$ cat config.mk
export PLATFORM = sky130hd
export DESIGN_NAME = axis_sample_packer_flat
export DESIGN_NICKNAME = d
export VERILOG_FILES = /design/src/rtl/axis_sample_packer_if.sv /design/src/rtl/axis_sample_packer.sv /design/src/flat_wrapper.sv
export SDC_FILE = /design/constraint.sdc
export NUM_CORES = 1
export LEC_CHECK = 0
export CAP_MARGIN = 20
export CORE_MARGIN = 2
export CORE_UTILIZATION = 25
export CTS_CLUSTER_DIAMETER = 100
export DETAILED_ROUTE_END_ITERATION = 16
export RECOVER_POWER = 100
export SKIP_LAST_GASP = 1
export SLEW_MARGIN = 40
export SYNTH_ARGS = -nofsm -noshare
export SYNTH_HDL_FRONTEND = slang
export SYNTH_SLANG_ARGS = --single-unit
$ cat constraint.sdc
create_clock -name aclk -period 4.05 [get_ports aclk]
set_input_delay 0.405 -clock aclk [delete_from_list [all_inputs] [get_ports aclk]]
set_output_delay 0.405 -clock aclk [all_outputs]
set_load 0.02 [all_outputs]
$ cat src/rtl/axis_sample_packer_if.sv
// AXI-stream style handshake bundle (tdata/tvalid/tready) of configurable width.
// The packer uses it for its 16-bit sample input and its 32-bit word output.
interface axis_sample_packer_if #(
  parameter int WIDTH = 32
);
  logic [WIDTH-1:0] tdata;
  logic             tvalid;
  logic             tready;

  modport master (
    output tdata,
    output tvalid,
    input  tready
  );

  modport slave (
    input  tdata,
    input  tvalid,
    output tready
  );
endinterface

$ cat src/rtl/axis_sample_packer.sv
// Packs pairs of 16-bit samples into 32-bit words (first sample in the low half)
// and buffers them in a first-word-fall-through FIFO with sticky overflow.
module axis_sample_packer #(
  parameter int DEPTH_LOG2 = 4
) (
  input  logic                  aclk,
  input  logic                  aresetn,
  axis_sample_packer_if.slave   s_axis,
  axis_sample_packer_if.master  m_axis,
  input  logic                  flush,
  output logic [DEPTH_LOG2:0]   word_count,
  output logic                  overflow,
  input  logic                  overflow_clear
);

  localparam int DEPTH = 2 ** DEPTH_LOG2;
  localparam logic [DEPTH_LOG2:0]   FULL_COUNT = (DEPTH_LOG2 + 1)'(DEPTH);
  localparam logic [DEPTH_LOG2:0]   CNT_ONE    = (DEPTH_LOG2 + 1)'(1);
  localparam logic [DEPTH_LOG2-1:0] PTR_ONE    = DEPTH_LOG2'(1);

  localparam logic [0:0] ST_LOW  = 1'b0;
  localparam logic [0:0] ST_HIGH = 1'b1;

  logic [0:0]            state_reg, state_next;
  logic [15:0]           holding_reg, holding_next;
  logic                  tready_reg;
  logic [DEPTH_LOG2-1:0] wr_ptr_reg, wr_ptr_next;
  logic [DEPTH_LOG2-1:0] rd_ptr_reg, rd_ptr_next;
  logic [DEPTH_LOG2:0]   count_reg, count_next;
  logic                  overflow_reg, overflow_next;

  logic [31:0] mem [DEPTH];

  logic        sample_xfer;
  logic        word_formed;
  logic [31:0] formed_word;
  logic        rd_fire;
  logic        fifo_full;
  logic        wr_fire;
  logic        drop;

  assign sample_xfer = s_axis.tvalid & tready_reg;
  assign word_formed = sample_xfer & (state_reg == ST_HIGH);
  assign formed_word = {s_axis.tdata, holding_reg};

  assign m_axis.tvalid = (count_reg != '0);
  assign m_axis.tdata  = mem[rd_ptr_reg];
  assign rd_fire       = m_axis.tvalid & m_axis.tready;

  // A full FIFO still takes the new word when the head leaves in the same cycle.
  assign fifo_full = (count_reg == FULL_COUNT);
  assign wr_fire   = word_formed & (~fifo_full | rd_fire) & ~flush;
  assign drop      = word_formed & fifo_full & ~rd_fire & ~flush;

  assign s_axis.tready = tready_reg;
  assign word_count    = count_reg;
  assign overflow      = overflow_reg;

  always_comb begin
    state_next    = state_reg;
    holding_next  = holding_reg;
    wr_ptr_next   = wr_ptr_reg;
    rd_ptr_next   = rd_ptr_reg;
    count_next    = count_reg;

    if (flush) begin
      state_next  = ST_LOW;
      wr_ptr_next = '0;
      rd_ptr_next = '0;
      count_next  = '0;
    end else begin
      if (sample_xfer) begin
        if (state_reg == ST_LOW) begin
          holding_next = s_axis.tdata;
          state_next   = ST_HIGH;
        end else begin
          state_next   = ST_LOW;
        end
      end

      if (wr_fire) begin
        wr_ptr_next = wr_ptr_reg + PTR_ONE;
      end
      if (rd_fire) begin
        rd_ptr_next = rd_ptr_reg + PTR_ONE;
      end

      case ({wr_fire, rd_fire})
        2'b10:   count_next = count_reg + CNT_ONE;
        2'b01:   count_next = count_reg - CNT_ONE;
        default: count_next = count_reg;
      endcase
    end
  end

  // A drop in the same cycle as a clear request wins, so no loss goes unreported.
  always_comb begin
    overflow_next = overflow_reg;
    if (drop) begin
      overflow_next = 1'b1;
    end else if (overflow_clear) begin
      overflow_next = 1'b0;
    end
  end

  always_ff @(posedge aclk) begin
    if (!aresetn) begin
      state_reg    <= ST_LOW;
      holding_reg  <= '0;
      tready_reg   <= 1'b0;
      wr_ptr_reg   <= '0;
      rd_ptr_reg   <= '0;
      count_reg    <= '0;
      overflow_reg <= 1'b0;
    end else begin
      state_reg    <= state_next;
      holding_reg  <= holding_next;
      tready_reg   <= ~flush;
      wr_ptr_reg   <= wr_ptr_next;
      rd_ptr_reg   <= rd_ptr_next;
      count_reg    <= count_next;
      overflow_reg <= overflow_next;
    end
  end

  always_ff @(posedge aclk) begin
    if (wr_fire) begin
      mem[wr_ptr_reg] <= formed_word;
    end
  end

endmodule

$ cat src/flat_wrapper.sv
// flat-port wrapper written by rule: the top's interface ports become plain ports
module axis_sample_packer_flat 
#(
  parameter int DEPTH_LOG2 = 4
)
  (aclk, aresetn, flush, word_count, overflow, overflow_clear, s_axis_tdata, s_axis_tvalid, s_axis_tready, m_axis_tdata, m_axis_tvalid, m_axis_tready);
  axis_sample_packer_if #(.WIDTH(16)) s_axis_i ();
  axis_sample_packer_if #(.WIDTH(32)) m_axis_i ();
  input  logic aclk;
  input  logic aresetn;
  input  logic flush;
  output logic [DEPTH_LOG2:0] word_count;
  output logic overflow;
  input  logic overflow_clear;
  input wire logic [$bits(s_axis_i.tdata)-1:0] s_axis_tdata;
  input wire logic [$bits(s_axis_i.tvalid)-1:0] s_axis_tvalid;
  output wire logic [$bits(s_axis_i.tready)-1:0] s_axis_tready;
  output wire logic [$bits(m_axis_i.tdata)-1:0] m_axis_tdata;
  output wire logic [$bits(m_axis_i.tvalid)-1:0] m_axis_tvalid;
  input wire logic [$bits(m_axis_i.tready)-1:0] m_axis_tready;
  assign s_axis_i.tdata = s_axis_tdata;
  assign s_axis_i.tvalid = s_axis_tvalid;
  assign s_axis_tready = s_axis_i.tready;
  assign m_axis_tdata = m_axis_i.tdata;
  assign m_axis_tvalid = m_axis_i.tvalid;
  assign m_axis_i.tready = m_axis_tready;
  axis_sample_packer #(.DEPTH_LOG2(DEPTH_LOG2)) u_core (.aclk(aclk), .aresetn(aresetn), .s_axis(s_axis_i), .m_axis(m_axis_i), .flush(flush), .word_count(word_count), .overflow(overflow), .overflow_clear(overflow_clear));
endmodule
==> results of run 1 <==
power breakdown:
group	total, mW	switching (mW)	internal (mW)	leakage, nW
combinational	0.0803	0.0574	0.0228	1.75
sequential	6.17	0.0163	6.16	5.21
clock	5.03	2.17	2.86	0.873
total	11.3	2.24	9.04	7.84
per-stage QoR:
| stage | area (µm²) | setup WS, ps | power (mW) | util |
|---|---|---|---|---|
| global route | 24630 | 139.7 | 11.58 | 0.2995 |
| floorplan | 20840 | 468.5 | 6.306 | - |
| detailed placement | 23030 | 833.4 | 6.382 | 0.2800 |
| global placement | 23020 | 854.3 | 6.375 | 0.2800 |
| finish | 24630 | 341.6 | 11.28 | 0.2995 |
| CTS | 24830 | 335.1 | 11.39 | 0.3019 |
critical path, delay by kind of cell, from the launching register on:
kind / cells / cell delay (ps)
compound gates: 1 / 250
buf+inv: 2 / 1040
flops: 1 / 610
mux: 1 / 560
simple gates: 1 / 140
kinds of logic after synthesis:
logic type / after synthesis / synth area share
flip-flops: 548 / 0.7724
multiplexers: 130 / 0.1393
AND/OR/NAND/NOR: 130 / 0.03014
AO/OA/AOI/OAI: 100 / 0.03639
buffers and inverters: 60 / 0.01273
XOR/XNOR: 10 / 0.004203
adder cells (fa/ha/maj): 8 / 0.004804
synthesized netlist by cell type (all sizes together) (3+ instances only):
library cell / n
a21boi: 17
a21oi: 6
a22oi: 64
and3: 14
buf: 22
clkbuf: 31
dfxtp: 36
edfxtp: 512
ha: 8
inv: 7
mux4: 128
nand2: 70
nand2b: 3
nand3: 7
nor2: 12
nor2b: 8
nor3: 4
o21ai: 5
xnor2: 4
xor2: 6
worst paths after layout:
| kind | start | to | slack [ps] | cells after the start |
|---|---|---|---|---|
| worst min-delay path | overflow_clear | u_core.overflow | 470 | 3 |
| worst max register to register | u_core.word_count[1] | u_core.mem[15][28] | 390 | 5 |
| worst max-delay path | register | m_axis_tdata[26] | 340 | 5 |
| worst min register to register | u_core.overflow | u_core.overflow | 500 | 2 |
routing by layer:
layer  global-route usage  vias up  wire (µm)
met5                    0        -         13
met1               0.1553     5440      21710
met2               0.1913      327      23910
met4              0.02314        2        776
met3              0.02117       66       2935
li1                     -     4306          -
area by class of cell:
class	count	area, µm²
Fill cell	7983	57610
Clock inverter	28	304.0
Clock buffer	76	1495
Sequential cell	548	16100
Timing Repair Buffer	103	887.1
Multi-Input combinational cell	378	4477
Inverter	7	26.28
Tap cell	1070	1339
cell usage in the layout, fill, tap and decap left out, types with 4 or more instances in the layout:
master,n
a21boi_0,14
a21oi_1,5
a22oi_1,64
and3_1,7
and3_2,7
buf_12,4
buf_4,10
bufinv_16,4
clkbuf_1,34
clkbuf_16,55
clkbuf_2,10
clkbuf_8,4
clkdlybuf4s50_1,16
clkinv_1,4
clkinv_2,12
dfxtp_1,34
dlygate4sd3_1,45
edfxtp_1,512
ha_1,8
inv_1,7
mux4_2,128
nand2_1,70
nand3_1,7
nor2_1,11
nor2b_1,5
o21ai_0,5
xnor2_1,4
xor2_1,6
==> metrics, run 1 <==
cells after synthesis 986; LEAKAGE between 7 and 8 nW; DIE WIDTH 292.7 µm; final setup TNS 0 ps; I/O pins 62; failing checks capacitance limit, slew limit; worst-path maximum fanout 43; # rows 105; sequential fraction of the synthesis area 0.7724; Post-synth EDFFs 512; Final Skew 55.78 ps; Setup CP Type register to output port; max-slew violations slightly above 70; GRT Util Overall 0.1142; die area around 86000 µm²; final setup violation count 0; Residual DRC 0; Final ANT Viol Nets 0; Least-Margin Pin Slew 1795 ps; CP Cell Sequence buf_12 -> mux4_2 -> a22oi_1 -> nand2_1 -> dlygate4sd3_1; hold_ws 472.4 ps; Fin. Hold Viols 0; flops & latches, synth 548; Post-Syn Area between 20000 and 25000 µm²; DR pass1 iterations 6; RD Place Congestion between 0.7 and 0.8; layout cells sized above 1 0.2219; initial antenna violation count 4; RSZ-0062 raised after global routing no; H-Tree Depth 2; CTS clock-pin slew for the worst setup and hold paths 60 ps; HPWL Detailed 28010 µm; vias post-DR 10140; ant diodes 0; Max Clock Freq 0.2697 GHz; Critical Path Source Type register; Avg WL per Cell 22.33 µm; max reg flops just over 500; Hold WC Path Type input pin to register; Worst-Skew Late Latency 640 ps; post-CTS sizing 0; post-layout min period 3708 ps; Max stage delay cell, worst path dlygate4sd3_1; max cap viols 4; Avg Cell Area, Syn 21.13 µm²; grt total ovfl 0; peak supply drop 309.6 µV; Initial Util 0.2534; area leader, netlist edfxtp_1; Die Y 292.7 µm; Placeable Area 82240 µm²; Yosys Warn Count 0; first-pass GRT wire length 71920 µm; syn nets 1016; ys flop type edfxtp_1; CTS tree built; post-CTS setup buffer count 0; crit-path max cell delay around 670 ps; top post-synthesis cells by area edfxtp_1 74%, mux4_2 14%, dfxtp_1 3.5%, a22oi_1 2.3%, nand2_1 1.3%; crit share post-route 0.9157; post-synth top area share 0.7378; Detailed Route Iter0 Violations 1036; Root Buffer clkbuf_16; P per Cell Area 458.1 nW/µm²; post-synth cell types 45; CTS Buf Count 55; status complete, but fails checks; type of destination of the critical path output port; Worst slew margin -0.2061; number of vias per cell 4.589; vias in the first global route 10640; Finished Layout Cells between 2000 and 2500; Layout area overhead 18.21%; CTS Sinks 548; Worst Path Required 3640 ps; Placed Cells between 2000 and 2500; largest net degree at the start of global routing 44; Worst Path Arrival 3300 ps; # hold bufs at CTS 0; clk buf depth 3; DRT Wirelength 49350 µm; Buffers on Ports 61; Final nets 1123; async set-or-reset flop fraction in the synthesized netlist 0
(Power assumes the default switching activity.)
==> run 2, diff against run 1 <==
--- a/config.mk
+++ b/config.mk
@@ -7,7 +7,7 @@
 export LEC_CHECK = 0
 export CAP_MARGIN = 20
 export CORE_MARGIN = 2
-export CORE_UTILIZATION = 25
+export CORE_UTILIZATION = 42
 export CTS_CLUSTER_DIAMETER = 100
 export DETAILED_ROUTE_END_ITERATION = 16
 export RECOVER_POWER = 100
==> metrics, run 2 (synthesized netlist as in run 1, its figures left out) <==
CTS clock-pin slew for the worst setup and hold paths 60 ps; Top Family by Delay on Critical Path buffers and inverters; Die Y roughly 230 µm; reg-to-reg endpoint u_core.mem[0][28]; vias in the first global route 10030; Worst-Skew Late Latency around 600 ps; RSZ-0062 raised after global routing no; HPWL Detailed roughly 25000 µm; Fin. Hold Viols 0; # hold bufs at CTS 0; CTS Sinks approximately 550; R2R setup slack 430 ps; filler cell count 3958; GR Layer Usage met2 0.2827; met1 usage 0.2744; worst-case reg-to-reg path depth 5; CP Cell Sequence clkbuf_2 -> mux4_2 -> a22oi_1 -> nand2_1 -> clkdlybuf4s50_1; LEAKAGE 7.858 nW; Worst slew margin 0.08072; vias post-DR 10010; Detailed Route Iter0 Violations 1069; fin worst setup slack between 300 and 400 ps; final setup TNS 0 ps; busiest grt layer met2; Max stage delay cell, worst path dfxtp_4; layout cells sized above 1 0.2246; largest net degree at the start of global routing 46; Residual DRC 0; DRT Wirelength 46140 µm; Root Buffer clkbuf_16; CTS Buf Count 56; worst-path maximum fanout 37; clk buf depth 3; grt total ovfl 0; WHS Path Cells 3; Final nets 1118; Max Clock Freq 0.2699 GHz; final setup violation count 0; max cap viols 0; H-Tree Depth 2; Initial Util 0.4257; max-slew violations 0; commonest non-fill, non-tap cell in the layout edfxtp_1; Worst Path Required 3640 ps; GRT Util Overall 0.1837; WHS Endpoint u_core.overflow; max reg flops between 500 and 600; r2r startpoint u_core.word_count[1]; min-delay src overflow_clear; post-layout min period 3705 ps; P per Cell Area 469.6 nW/µm²; first-pass GRT wire length 67420 µm; DR pass1 iterations 5; initial antenna violation count 0; # rows 81; Pwr Total 11.32 mW; type of destination of the critical path output port; CP Buf/Inv Count 2; crit-path max cell delay 760 ps; peak supply drop 269.9 µV; Setup CP Type register to output port; Final Skew between 15 and 20 ps; CTS tree built; hold_ws between 400 and 500 ps; RD Place Congestion ~0.7; post-route cell area 24110 µm²; Buffers on Ports 61; post-CTS setup buffer count 0; Final ANT Viol Nets 0; Hold WC Path Type input pin to register; M3 GR Usage 0.03006; crit share post-route 0.9148; post-CTS sizing 0; Placeable Area just under 50000 µm²; Worst Path Arrival between 3000 and 4000 ps; Least-Margin Pin Slew 1362 ps; I/O pins 62; status finished, final reports clean; Layout area overhead 15.70%; highest-count cells in the layout ignoring fill and taps 512 x edfxtp_1, 128 x mux4_2, 70 x nand2_1, 64 x a22oi_1, 57 x clkbuf_16; number of vias per cell 5.572; DIE WIDTH 226.7 µm; DP Area 22530 µm²; Critical Path Source Type register; Avg WL per Cell approximately 26 µm; die area just over 50000 µm²; DP Worst Slack between 800 and 900 ps
-- run 2: changes by cell type in the layout (fill, tap and decap cells not counted), moves of 3 or more --
| cell | change |
|---|---|
| clkinv_1 | +5 |
| clkbuf_2 | +4 |
| a21boi_1 | -3 |
| dlygate4sd3_1 | +3 |
| clkinv_2 | +3 |
| buf_4 | -3 |
| and3_1 | +4 |
| and3_2 | -4 |
| clkdlybuf4s50_1 | -3 |
| a21boi_0 | +3 |
| clkbuf_1 | -18 |
| clkbuf_8 | -4 |
-- run 2: per-stage QoR --
step / std cells / utilization
6_report: 1796 / 0.4925
5_1_grt: 1795 / 0.4925
4_1_cts: 1795 / 0.4969
3_5_place_dp: 1694 / 0.4603
3_3_place_gp: 1694 / 0.4603
2_1_floorplan: 986 / -
-- run 2: how the worst max path moves through the flow --
stage / from / to / slack (ps) / depth (start not counted)
floorplan: u_core.word_count[0] / u_core.mem[3][0] / 470 / 3
global placement: m_axis_tready / u_core.word_count[4] / 940 / 12
detailed placement: m_axis_tready / u_core.word_count[4] / 800 / 12
CTS: register / m_axis_tdata[5] / 460 / 5
global route: register / m_axis_tdata[5] / 190 / 5
finish: register / m_axis_tdata[5] / 340 / 5
-- run 2: area by class of cell --
class / instances / area (µm²) / area share
clock buffer: 65 / 1456 / 0.06041
multi-input combinational: 378 / 4477 / 0.1857
timing repair buffer: 97 / 878.3 / 0.03643
antenna: 1 / 2.502 / 0.0001038
inverter: 7 / 26.28 / 0.001090
sequential: 548 / 16100 / 0.6679
clock inverter: 36 / 335.3 / 0.01391
tap: 664 / 830.8 / 0.03446
-- run 2: per-layer routing --
metal | up-vias | share of wire
met1 | 5341 | 0.45
met3 | 60 | 0.058
met4 | 0 | 0.019
met5 | - | 0
met2 | 310 | 0.47
li1 | 4296 | -
-- run 2: worst reg2reg max path: cells and delay by family, from the launching register on --
kind / cells / cell delay (ps)
buf+inv: 2 / 1280
simple gates: 2 / 1320
flops: 1 / 500
compound gates: 1 / 140
-- run 2: power breakdown --
part           leakage [nW]  internal (mW)  switching, mW
Combinational          1.77         0.0223         0.0575
Clock                 0.875           2.95           2.12
Sequential             5.21           6.16         0.0164
==> run 3, diff against run 2 <==
--- a/config.mk
+++ b/config.mk
@@ -11,8 +11,8 @@
 export CTS_CLUSTER_DIAMETER = 100
 export DETAILED_ROUTE_END_ITERATION = 16
 export RECOVER_POWER = 100
-export SKIP_LAST_GASP = 1
 export SLEW_MARGIN = 40
 export SYNTH_ARGS = -nofsm -noshare
 export SYNTH_HDL_FRONTEND = slang
 export SYNTH_SLANG_ARGS = --single-unit
+export TNS_END_PERCENT = 5
==> results of run 3 <==
The final DEF is identical to that of run 2; final timing and power are the same.
